===== config.mk =====
export PLATFORM = sky130hd
export DESIGN_NAME = sccb_cfg_ctrl_flat
export DESIGN_NICKNAME = d
export VERILOG_FILES = /design/src/rtl/cam_cfg_pkg.sv /design/src/rtl/sccb_cfg_ctrl_if.sv /design/src/rtl/sccb_tick_gen.sv /design/src/rtl/sccb_cfg_ctrl.sv /design/src/flat_wrapper.sv
export SDC_FILE = /design/constraint.sdc
export NUM_CORES = 1
export LEC_CHECK = 0
export CAP_MARGIN = 30
export CELL_PAD_IN_SITES_DETAIL_PLACEMENT = 0
export CELL_PAD_IN_SITES_GLOBAL_PLACEMENT = 1
export CORE_MARGIN = 1
export CORE_UTILIZATION = 49
export DETAILED_ROUTE_END_ITERATION = 16
export PLACE_DENSITY = 0.87
export SYNTH_ARGS = -nofsm -noshare
export SYNTH_HDL_FRONTEND = slang
export SYNTH_SLANG_ARGS = --single-unit

===== constraint.sdc =====
create_clock -name clk -period 8 [get_ports clk]
set_clock_uncertainty 0.1 [all_clocks]
set_input_delay 2 -clock clk [delete_from_list [all_inputs] [get_ports clk]]
set_output_delay 2 -clock clk [all_outputs]
set_load 0.05 [all_outputs]

===== src/rtl/cam_cfg_pkg.sv =====
// cam_cfg_pkg: shared states and table markers for the camera config sequencer
package cam_cfg_pkg;
    typedef enum logic [2:0] {IDLE, FETCH, START, BYTE, STOP, GAP, WAIT, DONE} cfg_state_e;
    localparam logic [15:0] CFG_END = 16'hFFFF;
    localparam logic [15:0] CFG_DELAY = 16'hFFF0;
    localparam int SCCB_BITS_PER_WRITE = 27;
    localparam int GAP_QUARTERS = 8;
endpackage


===== src/rtl/sccb_cfg_ctrl_if.sv =====
// sccb_cfg_ctrl_if: bring-up handshake, table ROM port and SCCB pad signals
interface sccb_cfg_ctrl_if;
    logic start;
    logic [7:0] rom_addr;
    logic [15:0] rom_data;
    logic sio_c;
    logic sio_d_oe;
    logic busy;
    logic done;
    modport master(input start, rom_data, output rom_addr, sio_c, sio_d_oe, busy, done);
    modport slave(output start, rom_data, input rom_addr, sio_c, sio_d_oe, busy, done);
endinterface


===== src/rtl/sccb_tick_gen.sv =====
// sccb_tick_gen: one-clk pulse every CLK_DIV cycles marking an SCL quarter-period
module sccb_tick_gen #(
    parameter int CLK_DIV = 125
) (
    input  logic clk,
    input  logic rst,
    input  logic clear,
    output logic qtick
);
    localparam int CW = $clog2(CLK_DIV);
    logic [CW-1:0] cnt;
    assign qtick = cnt == CW'(CLK_DIV - 1);
    always_ff @(posedge clk or posedge rst)
        if (rst) cnt <= '0;
        else cnt <= (clear || qtick) ? '0 : cnt + 1'b1;
endmodule


===== src/rtl/sccb_cfg_ctrl.sv =====
// sccb_cfg_ctrl: walks the config table, one SCCB 3-phase write per entry
module sccb_cfg_ctrl
    import cam_cfg_pkg::*;
#(
    parameter int CLK_DIV = 125,
    parameter logic [7:0] DEV_ADDR = 8'h42,
    parameter int DELAY_CYC = 500000
) (
    input logic clk,
    input logic rst,
    sccb_cfg_ctrl_if.master bus
);
    localparam int WW = $clog2(DELAY_CYC + 1);
    cfg_state_e state, state_n;
    logic [2:0] q, q_n;
    logic [3:0] pos, pos_n;
    logic [4:0] nb, nb_n;
    logic [23:0] sh, sh_n;
    logic [7:0] addr_n;
    logic [WW-1:0] wcnt, wcnt_n;
    logic scl_n, oe_n, qtick, adv;

    sccb_tick_gen #(.CLK_DIV(CLK_DIV)) u_tick (.clk(clk), .rst(rst), .clear(state == FETCH), .qtick(qtick));

    assign bus.busy = !(state inside {IDLE, DONE});
    assign bus.done = state == DONE;

    always_comb begin
        state_n = state;
        q_n = q;
        pos_n = pos;
        nb_n = nb;
        sh_n = sh;
        addr_n = bus.rom_addr;
        wcnt_n = wcnt;
        adv = 1'b0;
        case (state)
            IDLE, DONE: if (bus.start) begin
                state_n = FETCH;
                addr_n = '0;
            end
            FETCH: begin
                q_n = '0;
                pos_n = '0;
                nb_n = '0;
                wcnt_n = '0;
                sh_n = {DEV_ADDR, bus.rom_data};
                state_n = bus.rom_data == CFG_END ? DONE : bus.rom_data == CFG_DELAY ? WAIT : START;
            end
            START: if (qtick) begin
                q_n = q == 3'd1 ? 3'd0 : q + 3'd1;
                state_n = q == 3'd1 ? BYTE : START;
            end
            BYTE: if (qtick) begin
                q_n = {1'b0, q[1:0] + 2'd1};
                // bit 8 of each byte is the released ACK slot: no shift there
                if (q == 3'd3) begin
                    pos_n = pos == 4'd8 ? 4'd0 : pos + 4'd1;
                    sh_n = pos == 4'd8 ? sh : sh << 1;
                    nb_n = nb + 5'd1;
                    state_n = nb == 5'(SCCB_BITS_PER_WRITE - 1) ? STOP : BYTE;
                end
            end
            STOP: if (qtick) begin
                q_n = q == 3'd2 ? 3'd0 : q + 3'd1;
                state_n = q == 3'd2 ? GAP : STOP;
            end
            GAP: if (qtick) begin
                q_n = q + 3'd1;
                adv = q == 3'(GAP_QUARTERS - 1);
            end
            WAIT: begin
                wcnt_n = wcnt + 1'b1;
                adv = wcnt == WW'(DELAY_CYC - 1);
            end
            default: ;
        endcase
        // the last table slot ends the walk instead of wrapping to entry 0
        if (adv) begin
            state_n = bus.rom_addr == 8'hFF ? DONE : FETCH;
            addr_n = bus.rom_addr == 8'hFF ? bus.rom_addr : bus.rom_addr + 8'd1;
        end
        scl_n = state_n == BYTE ? q_n[1] : state_n == STOP ? q_n != 3'd0 : 1'b1;
        oe_n = state_n == START ? q_n == 3'd1 :
               state_n == BYTE ? (pos_n != 4'd8 && !sh_n[23]) :
               state_n == STOP ? q_n != 3'd2 : 1'b0;
    end

    always_ff @(posedge clk or posedge rst)
        if (rst) begin
            state <= IDLE;
            q <= '0;
            pos <= '0;
            nb <= '0;
            sh <= '0;
            wcnt <= '0;
            bus.rom_addr <= '0;
            bus.sio_c <= 1'b1;
            bus.sio_d_oe <= 1'b0;
        end else begin
            state <= state_n;
            q <= q_n;
            pos <= pos_n;
            nb <= nb_n;
            sh <= sh_n;
            wcnt <= wcnt_n;
            bus.rom_addr <= addr_n;
            bus.sio_c <= scl_n;
            bus.sio_d_oe <= oe_n;
        end
endmodule


===== src/flat_wrapper.sv =====
// flat-port wrapper written by rule: the top's interface ports become plain ports
module sccb_cfg_ctrl_flat import cam_cfg_pkg::*;
#(
    parameter int CLK_DIV = 125,
    parameter logic [7:0] DEV_ADDR = 8'h42,
    parameter int DELAY_CYC = 500000
)
  (clk, rst, bus_start, bus_rom_data, bus_rom_addr, bus_sio_c, bus_sio_d_oe, bus_busy, bus_done);
  sccb_cfg_ctrl_if bus_i ();
  input logic clk;
  input logic rst;
  input wire logic [$bits(bus_i.start)-1:0] bus_start;
  input wire logic [$bits(bus_i.rom_data)-1:0] bus_rom_data;
  output wire logic [$bits(bus_i.rom_addr)-1:0] bus_rom_addr;
  output wire logic [$bits(bus_i.sio_c)-1:0] bus_sio_c;
  output wire logic [$bits(bus_i.sio_d_oe)-1:0] bus_sio_d_oe;
  output wire logic [$bits(bus_i.busy)-1:0] bus_busy;
  output wire logic [$bits(bus_i.done)-1:0] bus_done;
  assign bus_i.start = bus_start;
  assign bus_i.rom_data = bus_rom_data;
  assign bus_rom_addr = bus_i.rom_addr;
  assign bus_sio_c = bus_i.sio_c;
  assign bus_sio_d_oe = bus_i.sio_d_oe;
  assign bus_busy = bus_i.busy;
  assign bus_done = bus_i.done;
  sccb_cfg_ctrl #(.CLK_DIV(CLK_DIV), .DEV_ADDR(DEV_ADDR), .DELAY_CYC(DELAY_CYC)) u_core (.clk(clk), .rst(rst), .bus(bus_i));
endmodule

==> impl_metrics.py, run 1 <==
metrics = {
    "sta": {
        "finalCritPeriodShare": 0.582,
        "setup_tns_ps": 0,
        "worstMarginPinSlew_ps": 919,
        "fmax_ghz": 0.215,
        "rsz0062_at_grt": "false",
        "maxSlewViolCount": 0,
        "slew_headroom": 0.387,
        "post-route-min-period_ps": 4650,
        "setup-violations-final": 0,
        "hold-worst-slack_ps": 383,
        "finalHoldViolCount": 0,
    },
    "die": {
        "dieArea_mm2": 0.00864,
        "fp.dieH_um": 93.0,
        "io_pins": 31,
        "core_area_mm2": 0.00785,
        "die_w_um": 93.0,
        "floorplan.initialDensity": 0.517,
        "num_rows": 32,
    },
    "critical_path": {
        "critPathLaunch": "u_core.state[1]$_DFF_PP0_",
        "arrival_ps": 2550,
        "crit_family": "buffers and inverters",
        "end_kind": "output pin",
        "critical-path-max-stage-delay_ps": 850,
        "cp_data_required_time_ps": 5900,
        "critPathKind": "reg2out",
        "worstSetupStartpointType": "register",
        "crit_chain": "inv_1, nor3_1, clkdlybuf4s50_1",
        "r2r-start": "u_core.state[1]$_DFF_PP0_",
        "critPathSlowestCell": "clkdlybuf4s50_1",
        "crit_buf_inv": 2,
        "path_max_fanout": 23,
    },
    "drt": {
        "vias": 3253,
        "vias_per_cell": 5.63,
        "wl_um": 8380,
        "drc": 0,
        "drtPass1Iterations": 4,
        "drt_iter0_drc": 109,
        "drtAntennaViolNets": 0,
        "avgRoutedWirePerCell_um": 14.5,
    },
    "final_layout": {
        "fill_cells": 711,
        "final_util": 0.598,
        "multi_input_area_mm2": 0.00203,
        "fin_area_mm2": 0.00469,
        "drive_above_1_share": 0.0798,
        "area_delta_synth_final_pct": 15.6,
        "num_antenna_cells": 0,
        "register_area_mm2": 0.00188,
        "nets": 503,
    },
    "hold_path": {
        "holdCritStartpoint": "u_core.sh[20]$_DFFE_PP0P_",
        "hold_path.class": "reg2reg",
    },
    "clock_network": {
        "clk_pin_slew_ps": 70,
        "cts_setup_buffers": 0,
        "cts_buffer_depth": 2,
        "cts_buffers": 9,
        "ctsHoldBuffers": 0,
        "clockRootBuffer": "clkbuf_8",
        "cts_resized": 0,
        "cts-htree-levels": 3,
        "clock_latency_ps": 340,
        "cts_tree": "yes",
        "cts_sinks": 75,
    },
    "synthesis": {
        "synth.distinct_cells": 64,
        "synthCells": 444,
        "synth_area_per_cell_um2": 9.13,
        "ys_seq_area_frac": 0.463,
        "synthFlopType": "dfrtp_1",
        "async_flop_share": 1.00,
        "synth_edf_count": 0,
        "synth.top_cell.area_share": 0.457,
        "synth_fp_nets": 476,
        "synth_commonest_cells": "88 x nand2_1, 74 x dfrtp_1, 40 x nor2_1",
        "yosys_warnings": 0,
        "synth_area_leader_cell": "dfrtp_1",
        "syn_area_mm2": 0.00406,
        "yosys-top-cells-area": "dfrtp_1 46%, nand2_1 8.1%, ha_1 4.0%",
        "ys_ff_latch": 75,
        "synth_most_common_cell": "nand2_1",
    },
    "global_route": {
        "gr-usage-all-layers": 0.214,
        "grt_pass1_vias": 3066,
        "antenna_found_initial": 0,
        "grt_max_degree": 76,
        "overflow": 0,
        "grt_first_pass_wirelength_um": 14500,
    },
    "placed_design": {
        "port_buffers": 30,
        "place_hpwl_um": 5860,
        "post_dp_cell_area_mm2": 0.00443,
        "gp_congestion": 0.880,
    },
    "power_and_ir_drop": {
        "p_leak_nw": 1.98,
        "vdd_drop_max_mv": 0.127,
        "finalPower_mw": 0.777,
        "powerDensity_mw_per_mm2": 166,
    },
    "outcome": {
        "status": "finished, final reports clean",
    },
    "flow_run": {
        "maxCapViolCount": 0,
    },
}
-- worst paths after layout --
check / endpoint / slack, ps / cells after the start
setup / recovery: bus_done / 3350 / 3
hold / removal: u_core.sh[21]$_DFFE_PP0P_ / 380 / 2
setup reg to reg: u_core.bus.sio_d_oe$_DFF_PP0_ / 4750 / 7
hold reg to reg: u_core.sh[21]$_DFFE_PP0P_ / 380 / 2
max in group asynchronous: u_core.sh[5]$_DFFE_PP0P_ / 5050 / 3
min in group asynchronous: u_core.bus.rom_addr[5]$_DFFE_PP0P_ / 2160 / 3
-- worst register-to-register path, delay by kind of cell (launching register included) --
family                 cells  cell delay (ps)
DFF                        1              820
AOI/OAI and AO/OA          4              920
and+or+nand+nor            2             1060
buffers and inverters      1              290
-- power by group --
group / switching (mW) / total, mW / internal, mW
Clock: 0.133 / 0.365 / 0.232
Combinational: 0.0171 / 0.0293 / 0.0122
Sequential: 0.00212 / 0.383 / 0.380
Total: 0.152 / 0.777 / 0.625
-- cell families after synthesis --
logic type,count (synthesis),synth area share
AOI/OAI and AO/OA,65,0.113
xor gates and xnor gates,15,0.0324
buffers and inverters,36,0.0376
and+or+nand+nor,225,0.276
DFF,75,0.463
muxes,14,0.0352
adders and majority gates,14,0.0426
-- layout by cell type (no fill, tap or decap), types with 3 or more instances in the layout --
master	n
nand2_1	88
dfrtp_1	74
nor2_1	40
clkdlybuf4s50_1	30
nand3_1	29
o21ai_0	22
inv_1	18
nand4_1	17
xor2_1	14
ha_1	13
mux2i_1	12
clkbuf_8	12
nor3_1	8
a21oi_1	8
and3_1	7
nand3b_1	5
o31ai_1	5
nor2b_1	4
nor4_1	4
nand2b_1	4
a31oi_1	3
or4_1	3
o211ai_1	3
bufinv_16	3
buf_4	3
-- state kept, by name, indices dropped and copies added, names as in the netlist --
register             flops
u_core.bus.sio_c         1
u_core.u_tick.cnt        7
u_core.bus.sio_d_oe      1
u_core.state             3
u_core.sh               24
u_core.pos               4
u_core.q                 3
u_core.wcnt             19
u_core.nb                5
u_core.bus.rom_addr      8
-- metal layers --
metal	part of all wire	GRT usage
met5	0	0
met4	0.010	0.0859
met3	0.037	0.0439
met2	0.47	0.320
met1	0.49	0.304
-- stage by stage --
stage          setup WS (ps)  instances
2_1_floorplan           3590        444
3_3_place_gp            3760        562
3_5_place_dp            3720        562
4_1_cts                 3350        578
5_1_grt                 3170        578
6_report                3350        578
-- layout make-up --
class / instances / share of cell area
sequential: 75 / 0.400
multi-input combinational: 333 / 0.433
clock buffer: 12 / 0.0352
tap: 102 / 0.0272
timing repair buffer: 33 / 0.0688
inverter: 19 / 0.0152
clock inverter: 4 / 0.0203
No activity file was read; power rests on OpenSTA's default activity.
==> run 2: changes to the inputs <==
Settings changed: CORE_UTILIZATION 49 to 45, PLACE_DENSITY 0.87 to 0.8.
Clock period 8 ns to 4.47 ns, I/O delays scaled along.
==> run 2 against run 1 <==
Worst hold slack worse by 1.9 ps. Largest cell class unchanged. Largest power group unchanged. Clock power up 54%. Cell count up 1.4%. Register-to-register slack worse by 3100 ps. Sequential share of layout area up 0.086 points. Count of clock-buffer cells in the layout down 2. Critical path depth unchanged. Design area down 0.21%. First-iteration DRC count up 54%. Die area up 8.7%. Setup slack worse by 2600 ps.
==> impl_metrics.py, run 2 (synthesized netlist as in run 1, its figures left out) <==
metrics = {
    "critical_path": {
        "cp_data_required_time_ps": 3250,
        "crit_family": "buffers and inverters",
        "critPathKind": "reg2out",
        "reg2reg_to": "u_core.bus.rom_addr[5]$_DFFE_PP0P_",
        "arrival_ps": 2470,
        "rr_worst_depth": 7,
        "crit_buf_inv": 2,
        "path_max_fanout": 20,
        "end_kind": "output pin",
        "crit_chain": "inv_1, nor3_1, clkdlybuf4s50_1",
        "worst-r2r-setup-slack_ps": 1620,
        "critPathSlowestCell": "clkdlybuf4s50_1",
        "r2r-start": "u_core.state[2]$_DFF_PP0_",
        "critical-path-max-stage-delay_ps": 850,
        "worstSetupStartpointType": "register",
    },
    "final_layout": {
        "fin_cells": 586,
        "mostFrequentLayoutCell": "nand2_1",
        "fin_area_mm2": 0.00468,
        "final_cell_mix": "88 x nand2_1, 74 x dfrtp_1, 40 x nor2_1",
        "num_antenna_cells": 0,
        "top_regs": "u_core.sh: 24 flops, u_core.wcnt: 19 flops, u_core.bus.rom_addr: 8 flops",
        "nets": 505,
        "drive_above_1_share": 0.0816,
        "area_delta_synth_final_pct": 15.4,
        "final_util": 0.537,
        "largest-register": "u_core.sh",
        "largest_register_ffs": 24,
    },
    "clock_network": {
        "cts_sinks": 75,
        "ctsHoldBuffers": 0,
        "cts_setup_buffers": 0,
        "clockRootBuffer": "clkbuf_8",
        "clock_latency_ps": 340,
        "cts_resized": 0,
        "cts_tree": "yes",
        "cts-htree-levels": 3,
        "cts_buffers": 9,
        "cts_buffer_depth": 2,
        "clk_pin_slew_ps": 80,
    },
    "drt": {
        "drtAntennaViolNets": 0,
        "drc": 0,
        "avgRoutedWirePerCell_um": 14.8,
        "drtPass1Iterations": 4,
        "vias_per_cell": 5.61,
        "drt_iter0_drc": 168,
        "wl_um": 8680,
        "vias": 3287,
    },
    "placed_design": {
        "port_buffers": 30,
        "gp_congestion": 0.826,
        "place_hpwl_um": 6240,
        "dpl.cell_count": 570,
        "post_dp_cell_area_mm2": 0.00446,
    },
    "die": {
        "dieArea_mm2": 0.00940,
        "floorplan.initialDensity": 0.465,
        "num_rows": 34,
        "die_w_um": 96.9,
        "io_pins": 31,
        "fp.dieH_um": 96.9,
        "core_area_mm2": 0.00872,
    },
    "global_route": {
        "grtUsageMet1": 0.278,
        "grtUsageMet3": 0.0311,
        "met2_usage": 0.310,
        "grt_max_degree": 41,
        "gr-usage-all-layers": 0.198,
        "grt_first_pass_wirelength_um": 15200,
        "busiest_layer": "met2",
        "antenna_found_initial": 0,
        "grt_pass1_vias": 3179,
        "overflow": 0,
    },
    "sta": {
        "finalCritPeriodShare": 0.824,
        "slew_headroom": 0.395,
        "finalHoldViolCount": 0,
        "fmax_ghz": 0.271,
        "setup_tns_ps": 0,
        "worstMarginPinSlew_ps": 905,
        "maxSlewViolCount": 0,
        "setup-violations-final": 0,
        "rsz0062_at_grt": "false",
        "hold-worst-slack_ps": 381,
        "post-route-min-period_ps": 3680,
    },
    "outcome": {
        "status": "finished, final reports clean",
    },
    "power_and_ir_drop": {
        "p_leak_nw": 1.97,
        "vdd_drop_max_mv": 0.142,
        "powerDensity_mw_per_mm2": 278,
    },
    "flow_run": {
        "maxCapViolCount": 0,
    },
    "hold_path": {
        "holdCritStartpoint": "u_core.sh[20]$_DFFE_PP0P_",
        "hold_path.class": "reg2reg",
        "holdPathStages": 2,
        "min_to": "u_core.sh[21]$_DFFE_PP0P_",
    },
}
## run 2: cell count changes in the layout (fill, tap and decap cells not counted)
cell,previous run,this run
clkbuf_1,0,1
inv_6,0,1
clkbuf_8,12,9
clkinv_2,1,2
buf_12,0,1
bufinv_16,3,2
clkinv_4,0,1
buf_4,3,4
## run 2: tightest hold or removal path, cell delays in order (launching register included)
cell     delay [ps]
dfrtp_1         350
nand2_1          50
o31ai_1          50
## run 2: final cells by class
class / instances / area [µm²]
clock inverter: 6 / 87.6
tap: 108 / 135
fill: 787 / 4040
clock buffer: 10 / 128
timing repair buffer: 35 / 350
sequential: 75 / 1880
inverter: 19 / 71.3
multi-input combinational: 333 / 2030
## run 2: where the power goes
part	total, mW	internal (mW)	switching [mW]	leakage (nW)
clock	0.563	0.316	0.248	0.111
sequential	0.684	0.681	0.00370	0.917
combinational	0.0546	0.0230	0.0315	0.945
## run 2: how the worst max path moves through the flow
stage          slack (ps)  cells after the start                 startpoint        to
2_1_floorplan         950                      4  u_core.state[2]$_DFF_PP0_  bus_busy
3_3_place_gp         1210                      3  u_core.state[2]$_DFF_PP0_  bus_done
3_5_place_dp         1190                      3  u_core.state[2]$_DFF_PP0_  bus_done
4_1_cts               790                      3  u_core.state[2]$_DFF_PP0_  bus_done
5_1_grt               620                      3  u_core.state[2]$_DFF_PP0_  bus_done
6_report              790                      3  u_core.state[2]$_DFF_PP0_  bus_done
## run 2: layer usage
metal  vias up  wire length (µm)  part of all wire
met4         0               107             0.012
met5         -                 0                 0
met3         7               428             0.049
li1       1618                 -                 -
met2        58              3940              0.45
met1      1604              4210              0.48
## run 2: metrics by stage
step	setup WS, ps	power [mW]
2_1_floorplan	946	0.721
3_3_place_gp	1210	0.753
3_5_place_dp	1190	0.754
4_1_cts	792	1.32
5_1_grt	619	1.36
6_report	786	1.30
==> run 3: changes to the inputs <==
Settings changed: CORE_UTILIZATION 45 to 41, PLACE_DENSITY 0.8 to 0.77.
Clock period 4.47 ns to 3.2 ns, I/O delays scaled along.
==> run 3 against run 2 <==
Combinational power increased by 40%. First-iteration DRC count fell by 21%. Non-clock buffer count increased by 11. Setup slack got worse by 260 ps. Global-route usage is 0.73 points lower. Power rose by 42%. Via count is 0.21% lower. Highest routed layer unchanged.
==> impl_metrics.py, run 3 (synthesized netlist as in run 1, its figures left out) <==
metrics = {
    "outcome": {
        "status": "finished, final reports clean",
    },
    "power_and_ir_drop": {
        "p_int_mw": 1.44,
        "clkPwrFrac": 0.442,
        "p_seq_frac": 0.517,
        "powerDensity_mw_per_mm2": 385,
        "vdd_drop_max_mv": 0.206,
        "p_sw_mw": 0.407,
        "p_leak_nw": 2.03,
        "switching_share": 0.220,
        "pwr-share-comb": 0.041,
    },
    "global_route": {
        "antenna_found_initial": 0,
        "grt_max_degree": 76,
        "overflow": 0,
        "gr-usage-all-layers": 0.191,
        "grt_pass1_vias": 3163,
        "grt_first_pass_wirelength_um": 15400,
    },
    "clock_network": {
        "clk_pin_slew_ps": 80,
        "cts_buffer_depth": 2,
        "cts_buffers": 9,
        "cts_tree": "yes",
        "clockRootBuffer": "clkbuf_8",
        "cts_setup_buffers": 0,
        "clock_latency_ps": 350,
        "cts_sinks": 75,
        "cts-htree-levels": 3,
    },
    "final_layout": {
        "nets": 516,
        "mostFrequentLayoutCell": "nand2_1",
        "final_cell_mix": "88 x nand2_1, 73 x dfrtp_1, 40 x nor2_1",
        "largest-register": "u_core.sh",
        "largest_register_ffs": 24,
        "fill_cells": 894,
        "top_regs": "u_core.sh: 24 flops, u_core.wcnt: 19 flops, u_core.bus.rom_addr: 8 flops",
        "drive_above_1_share": 0.110,
        "area_delta_synth_final_pct": 18.5,
        "num_antenna_cells": 0,
    },
    "critical_path": {
        "arrival_ps": 1780,
        "critPathSlowestCell": "dfrtp_1",
        "path_max_fanout": 10,
        "critPathLaunch": "u_core.state[2]$_DFF_PP0_",
        "crit_end": "bus_busy",
        "cp_data_required_time_ps": 2300,
        "reg2reg_to": "u_core.bus.rom_addr[5]$_DFFE_PP0P_",
        "crit_chain": "inv_1, nor3_2, nor2_1, dlymetal6s2s_1",
        "worst-r2r-setup-slack_ps": 520,
        "critical-path-max-stage-delay_ps": 580,
        "rr_worst_depth": 8,
        "r2r-start": "u_core.state[2]$_DFF_PP0_",
        "critPathKind": "reg2out",
        "worstSetupStartpointType": "register",
        "end_kind": "output pin",
    },
    "die": {
        "num_rows": 35,
        "dieArea_mm2": 0.0103,
        "fp.dieH_um": 101,
        "die_w_um": 101,
        "io_pins": 31,
        "core_area_mm2": 0.00942,
        "floorplan.initialDensity": 0.431,
    },
    "sta": {
        "setup-violations-final": 0,
        "finalCritPeriodShare": 0.837,
        "worstMarginPinSlew_ps": 629,
        "maxSlewViolCount": 0,
        "setup_tns_ps": 0,
        "slew_headroom": 0.575,
        "rsz0062_at_grt": "false",
        "hold-worst-slack_ps": 385,
        "post-route-min-period_ps": 2680,
        "finalHoldViolCount": 0,
        "fmax_ghz": 0.373,
    },
    "drt": {
        "wl_um": 8930,
        "avgRoutedWirePerCell_um": 14.5,
        "vias_per_cell": 5.31,
        "drtAntennaViolNets": 0,
        "drtPass1Iterations": 4,
        "vias": 3280,
        "drt_iter0_drc": 133,
        "drc": 0,
    },
    "placed_design": {
        "port_buffers": 30,
        "place_hpwl_um": 6420,
        "gp_congestion": 0.802,
    },
    "hold_path": {
        "holdPathStages": 2,
        "hold_path.class": "reg2reg",
    },
    "flow_run": {
        "maxCapViolCount": 0,
    },
}
[run 3: cell type report]
type	instances	area (µm²)	share of cell area
Multi-Input combinational cell	333	2030	0.423
Timing Repair Buffer	46	433	0.0901
Sequential cell	75	1880	0.391
Inverter	19	71.3	0.0148
Clock inverter	6	88.8	0.0185
Tap cell	129	161	0.0336
Clock buffer	10	138	0.0286
[run 3: per-stage QoR]
stage | cell area (µm²) | power, mW | cells | util | worst slack, ps
after floorplan | 4060 | 1.01 | 444 | - | 392
after global placement | 4580 | 1.05 | 602 | 0.486 | 367
after detailed placement | 4580 | 1.05 | 602 | 0.486 | 326
after CTS | 4800 | 1.88 | 618 | 0.510 | 19.5
after global routing | 4810 | 1.92 | 618 | 0.510 | 264
final | 4810 | 1.85 | 618 | 0.510 | 522
[run 3: layer usage]
metal  routed length (µm)  up-vias  GRT usage
met5                    0        -          0
met3                  308        6     0.0435
met2                 4140       46      0.296
li1                     -     1642          -
met1                 4420     1586      0.272
met4                   65        0     0.0457
[run 3: power groups by stage]
stage / clock network [mW] / registers (mW) / logic [mW]
finish: 0.818 / 0.956 / 0.0765
global route: 0.879 / 0.957 / 0.0843
CTS: 0.845 / 0.956 / 0.0788
detailed placement: 0 / 0.974 / 0.0787
global placement: 0 / 0.975 / 0.0778
floorplan: 0 / 0.987 / 0.0200
[run 3: critical path: cells and delay by family (launching register included)]
kind	cells	cell delay, ps
flip-flops	1	580
buffers and inverters	2	530
AND/OR/NAND/NOR	2	320
[run 3: worst min-delay path by stage]
stage / startpoint / to / slack, ps
floorplan: u_core.wcnt[18]$_DFFE_PP0P_ / u_core.wcnt[18]$_DFFE_PP0P_ / 350
global placement: u_core.sh[17]$_DFFE_PP0P_ / u_core.sh[18]$_DFFE_PP0P_ / 360
detailed placement: u_core.sh[17]$_DFFE_PP0P_ / u_core.sh[18]$_DFFE_PP0P_ / 370
CTS: u_core.sh[18]$_DFFE_PP0P_ / u_core.sh[19]$_DFFE_PP0P_ / 390
global route: u_core.wcnt[18]$_DFFE_PP0P_ / u_core.wcnt[18]$_DFFE_PP0P_ / 410
finish: u_core.sh[18]$_DFFE_PP0P_ / u_core.sh[19]$_DFFE_PP0P_ / 380
[run 3: timing repair]
item,CTS,global route
setup endpoints to repair,0,1
gates resized for setup,0,2
hold buffers,0,0
==> patch (config.mk and constraints of run 3) <==
`CLK_DIV` is set to 125 in 3 places; all go to 250.
--- a/src/rtl/sccb_tick_gen.sv
+++ b/src/rtl/sccb_tick_gen.sv
@@ -1,6 +1,6 @@
 // sccb_tick_gen: one-clk pulse every CLK_DIV cycles marking an SCL quarter-period
 module sccb_tick_gen #(
-    parameter int CLK_DIV = 125
+    parameter int CLK_DIV = 250
 ) (
     input  logic clk,
     input  logic rst,
--- a/src/rtl/sccb_cfg_ctrl.sv
+++ b/src/rtl/sccb_cfg_ctrl.sv
@@ -2,7 +2,7 @@
 module sccb_cfg_ctrl
     import cam_cfg_pkg::*;
 #(
-    parameter int CLK_DIV = 125,
+    parameter int CLK_DIV = 250,
     parameter logic [7:0] DEV_ADDR = 8'h42,
     parameter int DELAY_CYC = 500000
 ) (
--- a/src/flat_wrapper.sv
+++ b/src/flat_wrapper.sv
@@ -1,7 +1,7 @@
 // flat-port wrapper written by rule: the top's interface ports become plain ports
 module sccb_cfg_ctrl_flat import cam_cfg_pkg::*;
 #(
-    parameter int CLK_DIV = 125,
+    parameter int CLK_DIV = 250,
     parameter logic [7:0] DEV_ADDR = 8'h42,
     parameter int DELAY_CYC = 500000
 )
Check against the original RTL: no difference found for any inputs over 10 cycles, from zero or initial values and one cycle with rst high; that may be too few to reach the edited logic, so the function may still have changed.
==> patch against run 3 <==
- worst setup slack lost 69 ps
- power shrank 1.7%
- sequential cell count grew 1
- routed wire length grew 6.8%
- synthesized area shrank 0.31%
- design area shrank 1.1%
- count of clock-buffer cells in the layout grew 3
- critical endpoint is now u_core.bus.sio_c
==> patch: results (changes against run 3) <==
layout cells sized above 1: 0.0777 (was 0.110)
routability cong.: 0.878 (was 0.802)
worst r2r src: u_core.bus.rom_addr[0] (was u_core.state[2])
cts bufs inserted: 9 (unchanged)
R2R setup slack: 450 ps (was 520 ps)
number of buffers added on ports: 30 (unchanged)
Total GRT Usage: 0.202 (was 0.191)
CP Max Fanout: 12 (was 10)
fin nets: 516 (unchanged)
placed cell area: 0.00454 mm² (was 0.00458 mm²)
Hold EP: u_core.sh[20] (was u_core.sh[19])
Cell variety after synth: 56 (was 64)
Top Registers: u_core.sh: 24 flops, u_core.wcnt: 19 flops (was u_core.sh: 24 flops, u_core.wcnt: 19 flops, u_core.bus.rom_addr: 8 flops)
clk buf depth: 2 (unchanged)
pin count of the biggest net entering global routing: 26 (was 76)
top cells by count, synth: dfrtp_1, nand2_1, nor2_1, nand3_1, o21ai_0 (was nand2_1, dfrtp_1, nor2_1, nand3_1, o21ai_0)
worst slew pin tran: 920 ps (was 629 ps)
pre-CTS setup slack: 276 ps (was 326 ps)
HP Start: u_core.sh[19] (was u_core.sh[18])
status: completed (unchanged)
first-pass GRT wire length: 16000 µm (was 15400 µm)
sequential fraction of the synthesis area: 0.471 (was 0.463)
Avg WL per Cell: 15.4 µm (was 14.5 µm)
DRT iter0 DRCs: 181 (was 133)
Crit Reg-Reg Endpoint: u_core.bus.sio_c (was u_core.bus.rom_addr[5])
Synth Instances: 446 (was 444)
CTS resizes: 0 (unchanged)
Lkg Pwr: 2.07 nW (was 2.03 nW)
CP Data Arrival Time: 2910 ps (was 1780 ps)
Fill cells: 883 (was 894)
Min Hold Slack: 380 ps (was 385 ps)
top cells by area, synth: dfrtp_1, nand2_1, nand3_1, ha_1, o21ai_0 (was dfrtp_1, nand2_1, ha_1, nor2_1, nand3_1)
Peak VDD IR: 0.169 mV (was 0.206 mV)
Reg2Reg Depth: 9 (was 8)
routed via count: 3420 (was 3280)
TritonRoute pass-1 iters: 5 (was 4)
Mapped Nets: 478 (was 476)
Clock Pin Slew Worst Setup and Hold Paths: 80 ps (about the same)
dpl hpwl: 6800 µm (was 6420 µm)
[patch: cell type report]
cell class / count / area [µm²] / area share
sequential: 76 / 1900 / 0.400
tap: 129 / 161 / 0.0340
multi-input combinational: 336 / 1990 / 0.419
inverter: 15 / 56.3 / 0.0118
timing repair buffer: 46 / 433 / 0.0911
clock buffer: 13 / 159 / 0.0334
clock inverter: 3 / 46.3 / 0.00974
[patch: where the power goes]
group	switching, mW	internal [mW]
clock	0.360	0.405
combinational	0.0474	0.0371
sequential	0.00472	0.963
[patch: logic make-up (layout without fill, tap and decap cells)]
kind of cell / count (synthesis) / in the layout / synth area share
buf+inv: 34 / 77 / 0.0362
mux: 3 / 3 / 0.00743
xor+xnor: 14 / 14 / 0.0303
compound gates: 89 / 89 / 0.144
flops: 76 / 76 / 0.471
simple gates: 217 / 217 / 0.271
fa+ha+maj: 13 / 13 / 0.0402
[patch: routing by layer]
metal	part of all wire	track usage	wire length [µm]
met1	0.46	0.252	4340
met2	0.48	0.344	4610
met3	0.045	0.0407	430
met4	0.016	0.0825	153
met5	0	0	0
[patch: worst max path at each step]
stage / start / to / slack (ps) / depth (start not counted)
after floorplan: u_core.state[1] / bus_busy / 310 / 5
after global placement: bus_rom_data[13] / u_core.bus.sio_c / 330 / 7
after detailed placement: bus_rom_data[5] / u_core.bus.sio_c / 280 / 7
after CTS: u_core.state[1] / bus_busy / 90 / 4
after global routing: u_core.u_tick.cnt[0] / u_core.sh[8] / 230 / 8
final: u_core.bus.rom_addr[0] / u_core.bus.sio_c / 450 / 9
[patch: critical path, stage by stage (launching register included)]
cell and delay [ps]:
dfrtp_1 410, ha_1 230, nand3_1 90, nor2_1 240
nor4_1 100, buf_4 160, nor2_1 560, or4b_1 500
o31ai_1 200, nand2_1 80
